==> config.mk <==
export PLATFORM = sky130hd
export DESIGN_NAME = udp_frame_tx
export DESIGN_NICKNAME = d
export VERILOG_FILES = /design/src/rtl/udp_frame_tx.sv
export SDC_FILE = /design/constraint.sdc
export NUM_CORES = 1
export LEC_CHECK = 0
export CELL_PAD_IN_SITES_DETAIL_PLACEMENT = 1
export CELL_PAD_IN_SITES_GLOBAL_PLACEMENT = 1
export CORE_UTILIZATION = 40
export DETAILED_ROUTE_END_ITERATION = 10
export PLACE_DENSITY_LB_ADDON = 0.3
export SLEW_MARGIN = 20
export SYNTH_ARGS = -nofsm -noshare
export SYNTH_HDL_FRONTEND = slang
export SYNTH_SLANG_ARGS = --single-unit
==> constraint.sdc <==
create_clock -name eth_rx_clk -period 8 [get_ports eth_rx_clk]
set_input_delay 1.6 -clock eth_rx_clk [delete_from_list [all_inputs] [get_ports eth_rx_clk]]
set_output_delay 1.6 -clock eth_rx_clk [all_outputs]
set_load 0.01 [all_outputs]
==> src/rtl/udp_frame_tx.sv <==
// Ethernet II / IPv4 / UDP frame transmitter over a 4-bit MII nibble bus.
// Pulls payload as 32-bit words, inserts preamble, headers, IP checksum, padding and FCS.
module udp_frame_tx #(
    parameter logic [47:0] BOARD_MAC  = 48'h12_34_56_78_9A_BC,
    parameter logic [31:0] BOARD_IP   = {8'd169, 8'd254, 8'd1, 8'd23},
    parameter logic [15:0] BOARD_PORT = 16'd1234,
    parameter logic [47:0] DES_MAC    = 48'hFF_FF_FF_FF_FF_FF,
    parameter logic [31:0] DES_IP     = {8'd169, 8'd254, 8'd1, 8'd100},
    parameter logic [15:0] DES_PORT   = 16'd1234
) (
    input  logic        eth_rx_clk,
    input  logic        sys_rst_n,
    input  logic        send_en,
    input  logic [15:0] send_data_num,
    input  logic [31:0] send_data,
    output logic        read_data_req,
    output logic        send_end,
    output logic        eth_tx_en,
    output logic [3:0]  eth_tx_data
);

    typedef enum logic [2:0] {
        IDLE, CHECK_SUM, PREAMBLE, ETH_HEAD, IP_UDP_HEAD, SEND_DATA, CRC
    } state_t;

    state_t      state_q, state_d;
    logic [11:0] cnt_q, cnt_d;
    logic [10:0] n_q, n_d;
    logic [11:0] dlen_q, dlen_d;
    logic [15:0] id_q, id_d;
    logic [31:0] sum_q, sum_d;
    logic [15:0] cks_q, cks_d;
    logic [31:0] word_q, word_d;
    logic [31:0] crc_q, crc_d;
    logic        tx_en_q, tx_en_d;
    logic [3:0]  tx_data_q, tx_data_d;
    logic        req_q, req_d;
    logic        end_q, end_d;

    logic [15:0]  ip_len, udp_len;
    logic [335:0] hdr;
    logic [31:0]  hdr_sum;

    assign ip_len  = 16'd28 + {5'd0, n_q};
    assign udp_len = 16'd8 + {5'd0, n_q};

    assign hdr = {DES_MAC, BOARD_MAC, 16'h0800,
                  16'h4500, ip_len, id_q, 16'h4000, 16'h4011, cks_q, BOARD_IP, DES_IP,
                  BOARD_PORT, DES_PORT, udp_len, 16'h0000};

    assign hdr_sum = 32'h4500 + {16'd0, ip_len} + {16'd0, id_q} + 32'h4000 + 32'h4011
                   + {16'd0, BOARD_IP[31:16]} + {16'd0, BOARD_IP[15:0]}
                   + {16'd0, DES_IP[31:16]} + {16'd0, DES_IP[15:0]};

    function automatic logic [31:0] crc_nib(input logic [31:0] c, input logic [3:0] d);
        logic [31:0] r;
        r = c ^ {28'd0, d};
        for (int unsigned i = 0; i < 4; i++) begin
            r = r[0] ? ((r >> 1) ^ 32'hEDB8_8320) : (r >> 1);
        end
        return r;
    endfunction

    always_comb begin
        state_d = state_q;
        cnt_d   = cnt_q + 12'd1;
        n_d     = n_q;
        dlen_d  = dlen_q;
        id_d    = id_q;
        sum_d   = sum_q;
        cks_d   = cks_q;
        case (state_q)
            IDLE: begin
                cnt_d = '0;
                if (send_en && !end_q) begin
                    state_d = CHECK_SUM;
                    n_d     = (send_data_num > 16'd1472) ? 11'd1472 : send_data_num[10:0];
                    dlen_d  = (n_d < 11'd18) ? 12'd36 : {n_d, 1'b0};
                end
            end
            CHECK_SUM: begin
                if (cnt_q == 12'd0) begin
                    sum_d = hdr_sum;
                end else if (cnt_q == 12'd1) begin
                    sum_d = {16'd0, sum_q[15:0]} + {16'd0, sum_q[31:16]};
                end else begin
                    // After the first fold the upper half is tiny, so a 16-bit add cannot carry.
                    cks_d   = ~(sum_q[15:0] + sum_q[31:16]);
                    state_d = PREAMBLE;
                    cnt_d   = '0;
                end
            end
            PREAMBLE:    if (cnt_q == 12'd15) begin state_d = ETH_HEAD;    cnt_d = '0; end
            ETH_HEAD:    if (cnt_q == 12'd27) begin state_d = IP_UDP_HEAD; cnt_d = '0; end
            IP_UDP_HEAD: if (cnt_q == 12'd55) begin state_d = SEND_DATA;   cnt_d = '0; end
            SEND_DATA:   if (cnt_q == dlen_q - 12'd1) begin state_d = CRC; cnt_d = '0; end
            CRC: begin
                if (cnt_q == 12'd7) begin
                    state_d = IDLE;
                    cnt_d   = '0;
                    id_d    = id_q + 16'd1;
                end
            end
            default: state_d = IDLE;
        endcase
    end

    // Output registers are loaded from the next position so they line up with state_q.
    logic [5:0]  hb;
    logic [31:0] cur_word;
    logic [7:0]  byte_v;
    logic [31:0] fcs;

    always_comb begin
        hb        = '0;
        byte_v    = '0;
        tx_data_d = '0;
        cur_word  = word_q;
        word_d    = word_q;
        fcs       = ~crc_q;
        if (state_d == SEND_DATA && cnt_d[2:0] == 3'd0) begin
            cur_word = send_data;
            word_d   = send_data;
        end
        case (state_d)
            PREAMBLE: tx_data_d = (cnt_d == 12'd15) ? 4'hD : 4'h5;
            ETH_HEAD, IP_UDP_HEAD: begin
                hb        = (state_d == ETH_HEAD) ? cnt_d[6:1] : cnt_d[6:1] + 6'd14;
                byte_v    = hdr[{6'd41 - hb, 3'b000} +: 8];
                tx_data_d = cnt_d[0] ? byte_v[7:4] : byte_v[3:0];
            end
            SEND_DATA: begin
                byte_v    = (cnt_d[11:1] < n_q) ? cur_word[{~cnt_d[2:1], 3'b000} +: 8] : 8'd0;
                tx_data_d = cnt_d[0] ? byte_v[7:4] : byte_v[3:0];
            end
            CRC: tx_data_d = fcs[{cnt_d[2:0], 2'b00} +: 4];
            default: tx_data_d = '0;
        endcase

        crc_d = crc_q;
        if (state_d == PREAMBLE) begin
            crc_d = '1;
        end else if (state_d inside {ETH_HEAD, IP_UDP_HEAD, SEND_DATA}) begin
            crc_d = crc_nib(crc_q, tx_data_d);
        end

        tx_en_d = state_d inside {PREAMBLE, ETH_HEAD, IP_UDP_HEAD, SEND_DATA, CRC};
        end_d   = (state_q == CRC) && (cnt_q == 12'd7);
        req_d   = ((state_d == IP_UDP_HEAD) && (cnt_d == 12'd54) && (n_q != 11'd0))
               || ((state_d == SEND_DATA) && (cnt_d[2:0] == 3'd6) && ((cnt_d[11:1] + 11'd1) < n_q));
    end

    always_ff @(posedge eth_rx_clk or negedge sys_rst_n) begin
        if (!sys_rst_n) begin
            state_q   <= IDLE;
            cnt_q     <= '0;
            n_q       <= '0;
            dlen_q    <= '0;
            id_q      <= '0;
            sum_q     <= '0;
            cks_q     <= '0;
            word_q    <= '0;
            crc_q     <= '1;
            tx_en_q   <= 1'b0;
            tx_data_q <= '0;
            req_q     <= 1'b0;
            end_q     <= 1'b0;
        end else begin
            state_q   <= state_d;
            cnt_q     <= cnt_d;
            n_q       <= n_d;
            dlen_q    <= dlen_d;
            id_q      <= id_d;
            sum_q     <= sum_d;
            cks_q     <= cks_d;
            word_q    <= word_d;
            crc_q     <= crc_d;
            tx_en_q   <= tx_en_d;
            tx_data_q <= tx_data_d;
            req_q     <= req_d;
            end_q     <= end_d;
        end
    end

    assign read_data_req = req_q;
    assign send_end      = end_q;
    assign eth_tx_en     = tx_en_q;
    assign eth_tx_data   = tx_data_q;

endmodule

# == Yosys cells after proc, flatten, opt, wreduce, memory -nomap -nowiden ==
# Cells that the tools add are included.
# word_totals
output_inout_bits,7
regBits,173
word_cells,124
inputBits,51
# classes
shift,3
magnitude_cmp,4
addsub,18
n_eq_ne,20
bitwise,10
n_reduce_logical,22
muxes,34
# op_table
operator,count
336-bit by 10-bit indexed part select with 8-bit output,1
32-bit 2-to-1 mux,9
12-bit 2-to-1 mux,8
12-bit one-hot mux with 7 select lines,1
13-bit NOT with 14-bit output,4
16-bit by 16-bit adder with 17-bit output,2
32-bit NOT,1
32-bit by 6-bit indexed part select with 4-bit output,1
32-bit by 6-bit indexed part select with 8-bit output,1
32-bit by 4-bit bitwise XOR with 32-bit output,1
"12-bit by 4-bit equality test with 1-bit output, second input constant",2
"12-bit by 6-bit equality test with 1-bit output, second input constant",2
3-bit 2-to-1 mux,8
"22-bit by 9-bit adder with 23-bit output, second input constant",1
"21-bit by 16-bit adder with 22-bit output, second input constant",1
11-bit < comparator,2
"20-bit by 9-bit adder with 21-bit output, second input constant",1
"3-bit equality test, second input constant",7
3-bit one-hot mux with 7 select lines,1
"19-bit by 16-bit adder with 20-bit output, second input constant",1
"18-bit by 15-bit adder with 19-bit output, second input constant",1
"17-bit by 15-bit adder with 18-bit output, second input constant",1
"15-bit by 12-bit adder with 16-bit output, first input constant",1
"16-bit by 1-bit adder with 16-bit output, second input constant",1
36 further kinds,52

# == Logic depth before layout (Yosys ltp) ==
# logic_depth
depth_word,22
depth_mapped,27
depth_no_buf,24

# == Worst setup path after synthesis ==
# OpenSTA, ideal clock, no wires.
# synth_path
path_type,register to register
start,register dlen_q[1]
end,register crc_q[29]
path_buffers,4
t_arrival_ps,6046
path_stages_with_launch,25
period_less_slack_ps,6119
path_slack_ps,1881
required_ps,7927
setup_time_ps,73
path_cell_list,dfrtp_1 > inv_1 > ha_1 > clkbuf_1 > or3_1 > a31oi_1 > and4_1 > a31oi_1 > nor2_1 > clkbuf_1 > nor2_1 > ha_1 > o21a_1 > ha_1 > clkbuf_1 > inv_1 > o2111ai_1 > o32a_1 > o221ai_1 > or4b_1 > a32oi_2 > xnor2_1 > buf_6 > xnor3_1 > a21oi_1
# synth_via
elab_cells_between_ends,40
cone_classes,3 x add/sub; 1 x order compare; 7 x eq/ne; 3 x shift; 17 x mux; 4 x bitwise; 5 x reduce/logical
# synth_rtl
item,line_no,source
"start, declared",29,"logic [11:0] dlen_q, dlen_d;"
"start signal, assigned",172,dlen_q <= dlen_d;
12-bit by 1-bit subtractor with 12-bit output *,96,SEND_DATA: if (cnt_q == dlen_q - 12'd1) begin state_d = CRC; cnt_d = '0; end
12-bit equality test *,96,
12-bit 2-to-1 mux *,96,
12-bit one-hot mux with 7 select lines *,72,case (state_q)
via cnt_d[3],27,"logic [11:0] cnt_q, cnt_d;"
6-bit by 4-bit adder with 6-bit output,128,hb = (state_d == ETH_HEAD) ? cnt_d[6:1] : cnt_d[6:1] + 6'd14;
6-bit 2-to-1 mux,128,
6-bit subtractor,129,"byte_v = hdr[{6'd41 - hb, 3'b000} +: 8];"
(+2 left out),n/a,
4-bit one-hot mux with 4 select lines *,125,case (state_d)
via tx_data_d[2],36,"logic [3:0] tx_data_q, tx_data_d;"
32-bit by 4-bit bitwise XOR with 32-bit output *,57,"r = c ^ {28'd0, d};"
32-bit 2-to-1 mux * (3 in series),59,r = r[0] ? ((r >> 1) ^ 32'hEDB8_8320) : (r >> 1);
13-bit NOT with 14-bit output (no line),n/a,
32-bit 2-to-1 mux *,59,
32-bit 2-to-1 mux *,143,"end else if (state_d inside {ETH_HEAD, IP_UDP_HEAD, SEND_DATA}) begin"
32-bit 2-to-1 mux *,141,if (state_d == PREAMBLE) begin
"end signal, assigned",177,crc_q <= crc_d;
"end, declared",34,"logic [31:0] crc_q, crc_d;"
# Mark *: on every way through the listed nets, which the timed path passes. The rest lies on a longest branch. The select of a mux whose other input is x is not followed.
# A chain may end at the register's enable or synchronous reset.

# == Worst setup path after layout ==
# layout_path
start,register cnt_q[1]
end,register crc_q[18]
# layout_via
elab_cells_between_ends,56
cone_classes,3 x add/sub; 1 x order compare; 11 x eq/ne; 3 x shift; 28 x mux; 4 x bitwise; 6 x reduce/logical
# layout_rtl
item,line_no,source
"start, declared",27,
"start signal, assigned",170,cnt_q <= cnt_d;
12-bit by 1-bit adder with 12-bit output or 12-bit by 1-bit equality test with 1-bit output (tied branches),"66, 84",
12-bit 2-to-1 mux,84,end else if (cnt_q == 12'd1) begin
12-bit 2-to-1 mux,82,if (cnt_q == 12'd0) begin
12-bit one-hot mux with 7 select lines *,72,
via cnt_d[3],27,
6-bit by 4-bit adder with 6-bit output,128,
6-bit 2-to-1 mux,128,
6-bit subtractor,129,
(+3 left out),n/a,
32-bit by 4-bit bitwise XOR with 32-bit output *,57,
32-bit 2-to-1 mux *,59,
13-bit NOT with 14-bit output (no line),n/a,
32-bit 2-to-1 mux *,59,
13-bit NOT with 14-bit output (no line),n/a,
32-bit 2-to-1 mux * (2 in series),59,
32-bit 2-to-1 mux *,143,
32-bit 2-to-1 mux *,141,
# Marks and branches as above.

==> Implementation_results.wiki <==
{| class="wikitable"
! Metric !! Value
|-
| Clock network fraction of design power || 48.9%
|-
| Synth area leaders || dfrtp_1 26%, dfstp_2 6.9%, ha_1 6.7%
|-
| Count of nets left with antenna violations after detail routing || 0
|-
| Share of synthesized area occupied by flip-flops and latches || 32.6%
|-
| Clock Skew || 0.0159 ns
|-
| CTS resizes || 0
|-
| Synthesized Nets || 1476
|-
| Total chip power || 1710 uW
|-
| Global-route usage over all layers || 27.3%
|-
| Number of cells produced by synthesis || 1357
|-
| Area growth from synthesis to layout || 12.9%
|-
| CTS sink cnt || 158
|-
| Share of total power in sequential cells || 47.6%
|-
| Flip-flop and latch count after synthesis || 158
|-
| Critical path required time || 8.37 ns
|-
| Share of the synthesized area in the top cell type || 25.7%
|-
| Antenna violations before repair || 0
|-
| Max-cap check violation count || 0
|-
| Net switching share of the total power || 23.2%
|-
| Post-detail-place hpwl || 31.0 mm
|-
| DRC errors left || 0
|-
| Final period utilization || 86.6%
|-
| Number of CTS-inserted buffers || 17
|-
| Vias in the first global route || 11300
|-
| Cell total after placement || 1764
|-
| CP Launch Type || flop
|-
| TritonCTS clock tree || yes
|-
| Die Y-Extent || 177 um
|-
| RSZ-0062 raised after global routing || false
|-
| Power spent charging and discharging nets || 395 uW
|-
| Final Max Slew Viols || 0
|-
| Predominant post-synthesis flop cell || dfrtp_1
|-
| Power density over the cells || 123 nW/um^2
|-
| Most frequent standard cell in the layout excluding fill and tap cells || dfrtp_1
|-
| Number of distinct standard cells referenced by the synthesized netlist || 97
|-
| Synth warnings || 0
|-
| CTS hold repair buffers || 0
|-
| Port Buffer Count || 57
|-
| Final std cells w/o fill || 1796
|-
| Via count || 10800
|-
| First-pass iteration count of the detailed router || 5
|-
| Largest net degree at the start of global routing || 65
|-
| Crit Path Category || reg2reg
|-
| Rel. slew slack || 29.7%
|-
| Highest achievable clock rate || 0.144 GHz
|-
| Routed wire per std cell || 22.9 um
|-
| Final weighted congestion of routability-driven global placement || 0.911
|-
| Number of inserted filler cells in the final layout || 3426
|-
| First-pass GRT wire length || 64.9 mm
|-
| Mean cell area of the mapped netlist || 9.02 sq um
|-
| Share of layout cells above drive strength 1 || 12.1%
|-
| Total Nets Final || 1512
|-
| Via/cell ratio || 6.02
|-
| Site row count || 63
|-
| Cell-internal power || 1310 uW
|-
| Maximum ir drop on the vdd rail || 0.134 mV
|-
| DIE WIDTH || 177 um
|-
| CTS root buffer || clkbuf_16
|-
| Sum of routed wire length over all layers || 41.2 mm
|-
| Total of endpoints with negative setup slack in the final report || 0
|-
| Worst hold slack || 0.475 ns
|-
| Outcome || completed
|-
| Number of violations reported at the end of detailed-routing iteration 0 || 755
|-
| Actual transition at the worst max-transition pin || 1.05 ns
|-
| Die Footprint || 31300 sq um
|-
| Highest-count cells in the layout ignoring fill and taps || 126 x dfrtp_1, 125 x nor2_1, 117 x nand2_1
|-
| Area of the placeable core || 29900 sq um
|-
| Number of levels the H-tree was split into || 4
|-
| Clock Pin Slew Worst Setup and Hold Paths || 0.07 ns
|-
| Final total negative setup slack || 0 ns
|-
| Hold/Removal Path Class || reg2reg
|-
| Leak || 0.00622 uW
|-
| Final critical-path required period || 6.93 ns
|-
| Number of placed I/O pins || 58
|-
| Cell taking the most area after synthesis || dfrtp_1
|-
| Fraction of power consumed by combinational cells || 3.5%
|-
| Skew-Pair Late Insertion Delay || 0.45 ns
|-
| Longest Clk Path Bufs || 2
|-
| Number of endpoints with negative hold slack in the final report || 0
|-
| Setup fix buffers added after clock tree synthesis || 0
|-
| Critical Path AT || 7.30 ns
|-
| Element type at the critical path end || flop
|-
| Final antenna diode count || 0
|-
| EDFF count, synth || 0
|-
| Global route overflow || 0
|-
| Starting Density || 41.0%
|-
| Netlist Area Pre-Place || 12200 sq um
|-
| Worst-path fanout max || 18
|-
| Share of synthesized registers carrying an async set or reset || 100%
|}
==> final cells by class <==
class	instances	area, sq um	area share [%]
well taps	390	488	3.53
repair buffers	86	790	5.71
inverters	68	255	1.85
flip-flops and latches	158	3990	28.9
clock inverters	11	135	0.978
clock buffers	21	450	3.26
multi-input cells	1062	7710	55.8
==> path summary, 6_finish.rpt <==
path	to	slack, ns	startpoint	cells after the start
max	crc_q[18]$_DFFE_PN1P_	1.07	cnt_q[1]$_DFF_PN0_	24
min	word_q[14]$_DFF_PN0_	0.48	word_q[14]$_DFF_PN0_	2
max reg2reg	crc_q[18]$_DFFE_PN1P_	1.07	cnt_q[1]$_DFF_PN0_	24
min reg2reg	word_q[14]$_DFF_PN0_	0.48	word_q[14]$_DFF_PN0_	2
max in group asynchronous	sum_q[1]$_DFFE_PN0P_	5.65	sys_rst_n	2
min in group asynchronous	word_q[8]$_DFF_PN0_	1.10	sys_rst_n	1
==> sequential cells by signal, summed over array words and instances, names as in the netlist <==
| register | count |
|---|---|
| read_data_req | 1 |
| n_q | 11 |
| cks_q | 16 |
| state_q | 3 |
| eth_tx_en | 1 |
| dlen_q | 11 |
| id_q | 16 |
| word_q | 32 |
| send_end | 1 |
| sum_q | 18 |
| crc_q | 32 |
| eth_tx_data | 4 |
| cnt_q | 12 |
==> stage by stage <==
stage / worst slack (ns) / instance area [sq um] / utilization (%)
2_1_floorplan: 1.88 / 12200 / -
3_3_place_gp: 1.02 / 13200 / 44.3
3_5_place_dp: 0.890 / 13200 / 44.3
4_1_cts: 1.03 / 13800 / 46.2
5_1_grt: 0.763 / 13800 / 46.3
6_report: 1.07 / 13800 / 46.3
==> per-layer routing <==
layer  GRT usage, %  routed length (um)
met1           36.9               18900
met2           43.3               19200
met3           5.39                2080
met4           9.16                1080
met5              0                   0
==> kinds of logic after synthesis <==
kind of cell               Yosys count  synth area share (%)
muxes                               56                  5.26
adders and majority gates           68                  7.07
DFF                                158                  32.6
xor gates and xnor gates           128                  12.4
buffers and inverters              137                  4.51
AOI/OAI and AO/OA                  350                  19.6
and+or+nand+nor                    460                  18.5
==> synth_stat cells, types with 5 or more instances <==
cell type / n
mux2i_1: 16
dfstp_2: 32
a31oi_1: 21
buf_2: 12
nand4_1: 25
nor2_1: 125
clkbuf_1: 48
ha_1: 66
nand3_1: 57
buf_1: 5
xnor2_1: 64
mux2_2: 37
nor4_1: 13
and2_1: 7
a21o_1: 15
nor2b_1: 15
dfrtp_1: 126
o22ai_1: 14
a21oi_1: 94
nand2_1: 117
o22a_1: 15
xor2_1: 35
xnor3_1: 23
o221ai_1: 11
a211oi_1: 13
o21ai_1: 6
nor3_1: 34
and3_1: 21
and4_1: 5
o21bai_1: 10
o21ai_0: 64
o31a_1: 5
inv_1: 66
o211ai_1: 8
==> worst max-delay path: stages (launching register included) <==
cell and delay [ns]:
dfrtp_1 0.51, ha_1 0.39, and3b_1 0.26, a21oi_1 0.09, nor3_1 0.45, nand3_1 0.14
buf_4 0.21, nor2_1 0.11, buf_4 0.25, nor2_1 0.20, inv_1 0.13, ha_1 0.20
o311ai_1 0.11, o32ai_1 0.69, xor2_1 0.26, nand3_1 0.27, nand2_2 0.33, nor3_1 0.10
nor4_1 0.47, o221ai_1 0.25, a31oi_2 0.43, xnor2_1 0.17, buf_4 0.26, xor3_1 0.35
o22a_1 0.18
==> power groups by stage <==
stage | registers (uW) | clock network (uW) | logic, uW
after floorplan | 825 | 0 | 12.1
after global placement | 826 | 0 | 58.9
after detailed placement | 826 | 0 | 60.3
after CTS | 812 | 854 | 60.5
after global routing | 812 | 878 | 65.0
final | 812 | 835 | 59.0
Power figures use the tool's default switching activity.
